`config.mk`:
```
export PLATFORM = sky130hd
export DESIGN_NAME = dram_arbiter_flat
export DESIGN_NICKNAME = d
export VERILOG_FILES = /design/src/rtl/dram_arbiter_if.sv /design/src/rtl/dram_arbiter.sv /design/src/flat_wrapper.sv
export SDC_FILE = /design/constraint.sdc
export NUM_CORES = 1
export LEC_CHECK = 0
export BUFFER_PORTS_ARGS = -buffer_cell sky130_fd_sc_hd__buf_2
export CORE_AREA = 4 4 108 110
export DETAILED_ROUTE_END_ITERATION = 10
export DIE_AREA = 0 0 112 114
export PLACE_DENSITY = 0.53
export SLEW_MARGIN = 20
export SYNTH_ARGS = -nofsm -noshare
export SYNTH_HDL_FRONTEND = slang
export SYNTH_SLANG_ARGS = --single-unit
export TNS_END_PERCENT = 30
```
`constraint.sdc`:
```
create_clock -name clk -period 4 [get_ports clk]
set_clock_uncertainty 0.15 [all_clocks]
set_input_delay 0.8 -clock clk [delete_from_list [all_inputs] [get_ports clk]]
set_output_delay 0.8 -clock clk [all_outputs]
set_load 0.05 [all_outputs]
```
`src/rtl/dram_arbiter_if.sv`:
```
// Bus bundle between the two requesters (CPU, DMA), the data-RAM ports and dram_arbiter.
// The slave modport is the arbiter's view; master is the requester/RAM side.
interface dram_arbiter_if #(
  parameter int AW = 9
);
  logic          cpu_req;
  logic          cpu_we;
  logic [31:0]   cpu_addr;
  logic [31:0]   cpu_wdata;
  logic          cpu_gnt;
  logic          cpu_rvalid;
  logic [31:0]   cpu_rdata;

  logic          dma_req;
  logic          dma_we;
  logic [31:0]   dma_addr;
  logic [31:0]   dma_wdata;
  logic          dma_lock;
  logic          dma_gnt;
  logic          dma_rvalid;
  logic [31:0]   dma_rdata;

  logic [AW-1:0] ram_rdaddress;
  logic          ram_rden;
  logic [AW-1:0] ram_wraddress;
  logic          ram_wren;
  logic [31:0]   ram_data;
  logic [31:0]   ram_q;

  modport slave (
    input  cpu_req, cpu_we, cpu_addr, cpu_wdata,
    output cpu_gnt, cpu_rvalid, cpu_rdata,
    input  dma_req, dma_we, dma_addr, dma_wdata, dma_lock,
    output dma_gnt, dma_rvalid, dma_rdata,
    output ram_rdaddress, ram_rden, ram_wraddress, ram_wren, ram_data,
    input  ram_q
  );

  modport master (
    output cpu_req, cpu_we, cpu_addr, cpu_wdata,
    input  cpu_gnt, cpu_rvalid, cpu_rdata,
    output dma_req, dma_we, dma_addr, dma_wdata, dma_lock,
    input  dma_gnt, dma_rvalid, dma_rdata,
    input  ram_rdaddress, ram_rden, ram_wraddress, ram_wren, ram_data,
    output ram_q
  );
endinterface

```
`src/rtl/dram_arbiter.sv`:
```
// Data-RAM arbiter: CPU fixed priority, DMA starvation guard and bounded locked bursts.
// Optional macro DRAM_ARB_BYPASS_EN: concurrent write+read grants with write-to-read forwarding.
module dram_arbiter #(
  parameter int AW         = 9,
  parameter int STARVE_MAX = 8,
  parameter int BURST_MAX  = 16
) (
  input  logic           clk,
  input  logic           rst_n,
  dram_arbiter_if.slave  bus
);
  localparam int SW = $clog2(STARVE_MAX + 1);
  localparam int BW = $clog2(BURST_MAX + 1);

  typedef enum logic [1:0] {ARB, BURST, YIELD} state_t;

  state_t        state_q, state_d;
  logic [SW-1:0] starve_cnt_q, starve_cnt_d;
  logic [BW-1:0] burst_cnt_q, burst_cnt_d;
  logic          rd_pend_q, rd_pend_d;
  logic          owner_q, owner_d;   // 0 = CPU, 1 = DMA
  logic          cpu_gnt, dma_gnt;
  logic          force_dma;
  logic          cpu_rd, dma_rd, cpu_wr, dma_wr;
  logic [31:0]   ret_data;

  assign force_dma = (starve_cnt_q == SW'(STARVE_MAX));

`ifdef DRAM_ARB_BYPASS_EN
  logic [AW-1:0] cpu_word, dma_word;
  logic          wr_vld_q, fwd_q, fwd_d;
  logic [AW-1:0] wr_addr_q;
  logic [31:0]   wr_data_q, fwd_data_q;
  assign cpu_word = bus.cpu_addr[AW+1:2];
  assign dma_word = bus.dma_addr[AW+1:2];
`endif

  always_ff @(posedge clk or negedge rst_n) begin
    if (!rst_n) begin
      state_q      <= ARB;
      starve_cnt_q <= '0;
      burst_cnt_q  <= '0;
      rd_pend_q    <= 1'b0;
      owner_q      <= 1'b0;
`ifdef DRAM_ARB_BYPASS_EN
      wr_vld_q     <= 1'b0;
      wr_addr_q    <= '0;
      wr_data_q    <= '0;
      fwd_q        <= 1'b0;
      fwd_data_q   <= '0;
`endif
    end else begin
      state_q      <= state_d;
      starve_cnt_q <= starve_cnt_d;
      burst_cnt_q  <= burst_cnt_d;
      rd_pend_q    <= rd_pend_d;
      owner_q      <= owner_d;
`ifdef DRAM_ARB_BYPASS_EN
      wr_vld_q     <= bus.ram_wren;
      wr_addr_q    <= bus.ram_wraddress;
      wr_data_q    <= bus.ram_data;
      fwd_q        <= fwd_d;
      fwd_data_q   <= wr_data_q;
`endif
    end
  end

  // Grant decode per state.
  always_comb begin
    cpu_gnt = 1'b0;
    dma_gnt = 1'b0;
    case (state_q)
      ARB: begin
        dma_gnt = bus.dma_req && (!bus.cpu_req || force_dma);
        cpu_gnt = bus.cpu_req && !dma_gnt;
`ifdef DRAM_ARB_BYPASS_EN
        // A write and a read to different words can share the cycle on the split RAM ports.
        if (cpu_gnt && bus.dma_req && (bus.cpu_we != bus.dma_we) && (cpu_word != dma_word))
          dma_gnt = 1'b1;
        else if (dma_gnt && bus.cpu_req && (bus.cpu_we != bus.dma_we) && (cpu_word != dma_word))
          cpu_gnt = 1'b1;
`endif
      end
      BURST:   dma_gnt = bus.dma_req;
      YIELD:   cpu_gnt = bus.cpu_req;
      default: ;
    endcase
  end

  always_comb begin
    state_d      = state_q;
    burst_cnt_d  = burst_cnt_q;
    starve_cnt_d = starve_cnt_q;
    if (!bus.dma_req || dma_gnt)
      starve_cnt_d = '0;
    else if (!force_dma)
      starve_cnt_d = starve_cnt_q + SW'(1);
    case (state_q)
      ARB: begin
        if (dma_gnt && bus.dma_lock) begin
          burst_cnt_d = BW'(1);
          state_d     = (BURST_MAX <= 1) ? YIELD : BURST;
        end
      end
      BURST: begin
        if (!bus.dma_req || !bus.dma_lock) begin
          state_d     = ARB;
          burst_cnt_d = '0;
        end else begin
          burst_cnt_d = burst_cnt_q + BW'(1);
          if (burst_cnt_d == BW'(BURST_MAX))
            state_d = YIELD;
        end
      end
      YIELD: begin
        state_d     = ARB;
        burst_cnt_d = '0;
      end
      default: state_d = ARB;
    endcase
  end

  assign cpu_rd = cpu_gnt && !bus.cpu_we;
  assign dma_rd = dma_gnt && !bus.dma_we;
  assign cpu_wr = cpu_gnt && bus.cpu_we;
  assign dma_wr = dma_gnt && bus.dma_we;

  always_comb begin
    bus.ram_wren      = 1'b0;
    bus.ram_wraddress = '0;
    bus.ram_data      = '0;
    bus.ram_rden      = 1'b0;
    bus.ram_rdaddress = '0;
    if (cpu_wr) begin
      bus.ram_wren      = 1'b1;
      bus.ram_wraddress = bus.cpu_addr[AW+1:2];
      bus.ram_data      = bus.cpu_wdata;
    end else if (dma_wr) begin
      bus.ram_wren      = 1'b1;
      bus.ram_wraddress = bus.dma_addr[AW+1:2];
      bus.ram_data      = bus.dma_wdata;
    end
    if (cpu_rd) begin
      bus.ram_rden      = 1'b1;
      bus.ram_rdaddress = bus.cpu_addr[AW+1:2];
    end else if (dma_rd) begin
      bus.ram_rden      = 1'b1;
      bus.ram_rdaddress = bus.dma_addr[AW+1:2];
    end
  end

  always_comb begin
    rd_pend_d = cpu_rd || dma_rd;
    owner_d   = owner_q;
    if (cpu_rd)
      owner_d = 1'b0;
    else if (dma_rd)
      owner_d = 1'b1;
  end

`ifdef DRAM_ARB_BYPASS_EN
  // Read hitting last cycle's write word returns the written data, not the RAM output.
  assign fwd_d    = bus.ram_rden && wr_vld_q && (bus.ram_rdaddress == wr_addr_q);
  assign ret_data = fwd_q ? fwd_data_q : bus.ram_q;
`else
  assign ret_data = bus.ram_q;
`endif

  assign bus.cpu_gnt    = cpu_gnt;
  assign bus.dma_gnt    = dma_gnt;
  assign bus.cpu_rvalid = rd_pend_q && !owner_q;
  assign bus.dma_rvalid = rd_pend_q && owner_q;
  assign bus.cpu_rdata  = (rd_pend_q && !owner_q) ? ret_data : 32'h0;
  assign bus.dma_rdata  = (rd_pend_q && owner_q)  ? ret_data : 32'h0;
endmodule

```
`src/flat_wrapper.sv`:
```
// flat-port wrapper written by rule: the top's interface ports become plain ports
module dram_arbiter_flat 
#(
  parameter int AW         = 9,
  parameter int STARVE_MAX = 8,
  parameter int BURST_MAX  = 16
)
  (clk, rst_n, bus_cpu_req, bus_cpu_we, bus_cpu_addr, bus_cpu_wdata, bus_cpu_gnt, bus_cpu_rvalid, bus_cpu_rdata, bus_dma_req, bus_dma_we, bus_dma_addr, bus_dma_wdata, bus_dma_lock, bus_dma_gnt, bus_dma_rvalid, bus_dma_rdata, bus_ram_rdaddress, bus_ram_rden, bus_ram_wraddress, bus_ram_wren, bus_ram_data, bus_ram_q);
  dram_arbiter_if #(.AW(AW)) bus_i ();
  input  logic clk;
  input  logic rst_n;
  input wire logic [$bits(bus_i.cpu_req)-1:0] bus_cpu_req;
  input wire logic [$bits(bus_i.cpu_we)-1:0] bus_cpu_we;
  input wire logic [$bits(bus_i.cpu_addr)-1:0] bus_cpu_addr;
  input wire logic [$bits(bus_i.cpu_wdata)-1:0] bus_cpu_wdata;
  output wire logic [$bits(bus_i.cpu_gnt)-1:0] bus_cpu_gnt;
  output wire logic [$bits(bus_i.cpu_rvalid)-1:0] bus_cpu_rvalid;
  output wire logic [$bits(bus_i.cpu_rdata)-1:0] bus_cpu_rdata;
  input wire logic [$bits(bus_i.dma_req)-1:0] bus_dma_req;
  input wire logic [$bits(bus_i.dma_we)-1:0] bus_dma_we;
  input wire logic [$bits(bus_i.dma_addr)-1:0] bus_dma_addr;
  input wire logic [$bits(bus_i.dma_wdata)-1:0] bus_dma_wdata;
  input wire logic [$bits(bus_i.dma_lock)-1:0] bus_dma_lock;
  output wire logic [$bits(bus_i.dma_gnt)-1:0] bus_dma_gnt;
  output wire logic [$bits(bus_i.dma_rvalid)-1:0] bus_dma_rvalid;
  output wire logic [$bits(bus_i.dma_rdata)-1:0] bus_dma_rdata;
  output wire logic [$bits(bus_i.ram_rdaddress)-1:0] bus_ram_rdaddress;
  output wire logic [$bits(bus_i.ram_rden)-1:0] bus_ram_rden;
  output wire logic [$bits(bus_i.ram_wraddress)-1:0] bus_ram_wraddress;
  output wire logic [$bits(bus_i.ram_wren)-1:0] bus_ram_wren;
  output wire logic [$bits(bus_i.ram_data)-1:0] bus_ram_data;
  input wire logic [$bits(bus_i.ram_q)-1:0] bus_ram_q;
  assign bus_i.cpu_req = bus_cpu_req;
  assign bus_i.cpu_we = bus_cpu_we;
  assign bus_i.cpu_addr = bus_cpu_addr;
  assign bus_i.cpu_wdata = bus_cpu_wdata;
  assign bus_cpu_gnt = bus_i.cpu_gnt;
  assign bus_cpu_rvalid = bus_i.cpu_rvalid;
  assign bus_cpu_rdata = bus_i.cpu_rdata;
  assign bus_i.dma_req = bus_dma_req;
  assign bus_i.dma_we = bus_dma_we;
  assign bus_i.dma_addr = bus_dma_addr;
  assign bus_i.dma_wdata = bus_dma_wdata;
  assign bus_i.dma_lock = bus_dma_lock;
  assign bus_dma_gnt = bus_i.dma_gnt;
  assign bus_dma_rvalid = bus_i.dma_rvalid;
  assign bus_dma_rdata = bus_i.dma_rdata;
  assign bus_ram_rdaddress = bus_i.ram_rdaddress;
  assign bus_ram_rden = bus_i.ram_rden;
  assign bus_ram_wraddress = bus_i.ram_wraddress;
  assign bus_ram_wren = bus_i.ram_wren;
  assign bus_ram_data = bus_i.ram_data;
  assign bus_i.ram_q = bus_ram_q;
  dram_arbiter #(.AW(AW), .STARVE_MAX(STARVE_MAX), .BURST_MAX(BURST_MAX)) u_core (.clk(clk), .rst_n(rst_n), .bus(bus_i));
endmodule
```
==> results.py <==
metrics = {
    "die": {
        "start_util_pct": 18.11,
        "io_pins": 287,
        "die_area_um2": 12770,
        "core_um2": 10700,
        "rows": 38,
        "fp.dieW_um": 112,
        "fp.dieH_um": 114,
    },
    "yosys": {
        "syn-cell-area_um2": 1937,
        "synth_compound_area_share_pct": 32.82,
        "ys_types": 42,
        "synth_area_leaders": "a22o_1 (23%), dfrtp_1 (17%), and2_1 (11%)",
        "synthMuxAreaShare_pct": 0,
        "ys_top_cells_by_count": "a22o_1 (50), and2_1 (35), and3_1 (33)",
        "syn_area_per_cell_um2": 8.207,
        "synthAdderAreaFrac_pct": 5.168,
        "yosys.area.top_type": "a22o_1",
        "ys_seq_area_share_pct": 16.80,
        "async_flop_share_pct": 100.0,
        "yosysTopAreaCellShare_pct": 22.61,
        "yosysMostFrequentCell": "a22o_1",
        "synth_seq_cells": 13,
        "syn-num-nets": 411,
        "synth_edf_count": 0,
        "synthCells": 236,
        "synth_top_family_by_area": "simple AND/OR/NAND/NOR gates",
        "ys.flop_type": "dfrtp_1",
        "ys_warn_count": 0,
        "synth-simple-area-share_pct": 35.40,
        "synth-xor-area-share_pct": 1.357,
    },
    "clock_tree": {
        "cts.clk_slew.worst_paths_ns": 0.06,
        "htreeDepth": 1,
        "cts_tree": "built",
        "cts_resized": 0,
        "clk_latency_ns": 0.24,
        "cts_hold_buf": 0,
        "clockBufferDepth": 2,
        "cts_root_buf": "clkbuf_8",
        "post-cts-setup-buffers": 0,
        "clock_sinks": 13,
        "cts_buffers": 3,
    },
    "critical_path": {
        "rrSetupSlack_ns": 1.92,
        "end_kind": "output port",
        "r2r-start": "u_core.state_q[1]",
        "slowest_stage": "dfrtp_1",
        "critPathMaxStageDelay_ns": 0.43,
        "cp.required_ns": 3.05,
        "crit_path_start": "u_core.state_q[0]",
        "path_max_fanout": 41,
        "worstSetupStartpointType": "flop",
        "crit_chain": "inv_1, ha_1, and4b_1, o31a_4, nor3b_4, buf_4, a22o_1, buf_2",
        "cp.arrival_ns": 2.60,
        "critPathKind": "reg2out",
    },
    "detailed_routing": {
        "routed_wl_um": 8661,
        "avgViaCountPerCell": 4.518,
        "antenna_left": 0,
        "vias": 2747,
        "drt-pass1-iter-count": 4,
        "drt_iter0_drc": 170,
        "drc": 0,
        "wire_per_inst_um": 14.25,
    },
    "placed_design": {
        "placed_area_um2": 3236,
        "dp_hpwl_um": 7205,
        "portBuffers": 240,
        "gp_congestion": 0.8839,
    },
    "run": {
        "drv_cap": 0,
    },
    "grt": {
        "antenna_found_initial": 0,
        "grt_max_degree": 43,
        "grt_pass1_vias": 2470,
        "grt_overflow": 0,
        "grt_usage_pct": 11.63,
        "grt_pass1_wl_um": 12520,
    },
    "timing": {
        "slew_viol_final": 0,
        "finalCritPeriodShare_pct": 88.74,
        "rsz0062_at_grt": "no",
        "tns_ns": 0,
        "hold_viol": 0,
        "relSlewSlack_pct": 50.72,
        "min_period_ns": 3.550,
        "setup_viol": 0,
        "hold_slack_ns": 0.3005,
        "worst_slew_pin_slew_ns": 0.7377,
        "max_freq_mhz": 281.7,
    },
    "power": {
        "vdd_ir_drop_max_mv": 0.2112,
        "p_leak_nw": 2.041,
        "total_power_mw": 1.613,
        "p_per_area_nw_per_um2": 491.8,
    },
    "layout": {
        "syn2layout_area_growth_pct": 69.38,
        "final_nets": 644,
        "finalInstanceArea_um2": 3281,
        "diodes": 0,
        "final_util_pct": 30.67,
        "drive_gt1_share_pct": 55.98,
        "multiInputGateArea_um2": 1448,
        "nFillCells": 1163,
        "regArea_um2": 325.3,
    },
    "hold_path": {
        "hold_path.class": "in2async",
    },
    "status": {
        "status": "completed",
    },
}
logic make-up after synthesis:
family	after synthesis
compound gates	76
xor+xnor	3
fa+ha+maj	8
buf+inv	25
flops	13
simple gates	111
cell type report:
type	count	area share (%)
multi-input cells	198	44.13
clock buffers	4	1.373
flip-flops and latches	13	9.916
inverters	7	0.8009
well taps	140	5.339
repair buffers	246	38.44
worst paths after layout:
| path | cells past startpoint | end |
|---|---|---|
| min in group clk | 1 | u_core.burst_cnt_q[3] |
| max reg2reg | 6 | u_core.burst_cnt_q[3] |
| max | 8 | bus_ram_data[12] |
| max in group asynchronous | 1 | u_core.burst_cnt_q[1] |
| min | 1 | u_core.state_q[1] |
| min reg2reg | 1 | u_core.burst_cnt_q[3] |
sequential cells by signal (all words and copies together), names as in the netlist:
signal,flops
u_core.starve_cnt_q,4
u_core.owner_q,1
u_core.state_q,2
u_core.rd_pend_q,1
u_core.burst_cnt_q,5
worst max-delay path: cells and delay by family (launching register included):
| family | cells | cell delay, ns |
|---|---|---|
| flops | 1 | 0.43 |
| compound gates | 2 | 0.41 |
| simple gates | 2 | 0.45 |
| fa+ha+maj | 1 | 0.30 |
| buf+inv | 3 | 0.76 |
metrics by stage:
step	cells	setup WS, ns
2_1_floorplan	236	0.8769
3_3_place_gp	604	0.6852
3_5_place_dp	604	0.6720
4_1_cts	608	0.4481
5_1_grt	608	0.2498
6_report	608	0.4504
report_power, final:
group | leakage, nW | switching (mW) | total (mW) | internal (mW)
clock network | 0.0228 | 0.0449 | 0.115 | 0.0702
registers | 0.173 | 0.0220 | 0.174 | 0.152
logic | 1.85 | 0.977 | 1.32 | 0.347
total | 2.04 | 1.04 | 1.61 | 0.569
layout by cell type, fill, tap and decap left out, drive strengths merged, types with 2 or more instances in the layout:
cell type    n
buf        246
a22o        51
and2        35
and3        33
dfrtp       13
nand2       10
nor2        10
ha           8
o21ai        8
inv          7
nand3        6
a21oi        6
clkbuf       4
nand3b       3
nor2b        3
nor3b        2
a21o         2
nand2b       2
xor2         2
and4b        2
per-layer routing:
metal | global-route usage, % | part of all wire, %
met2 | 21.06 | 51
met3 | 2.228 | 7.4
met4 | 1.362 | 0.46
met1 | 14.82 | 41
met5 | 0 | 0
Note: power is estimated with default switching activity, not from simulation.
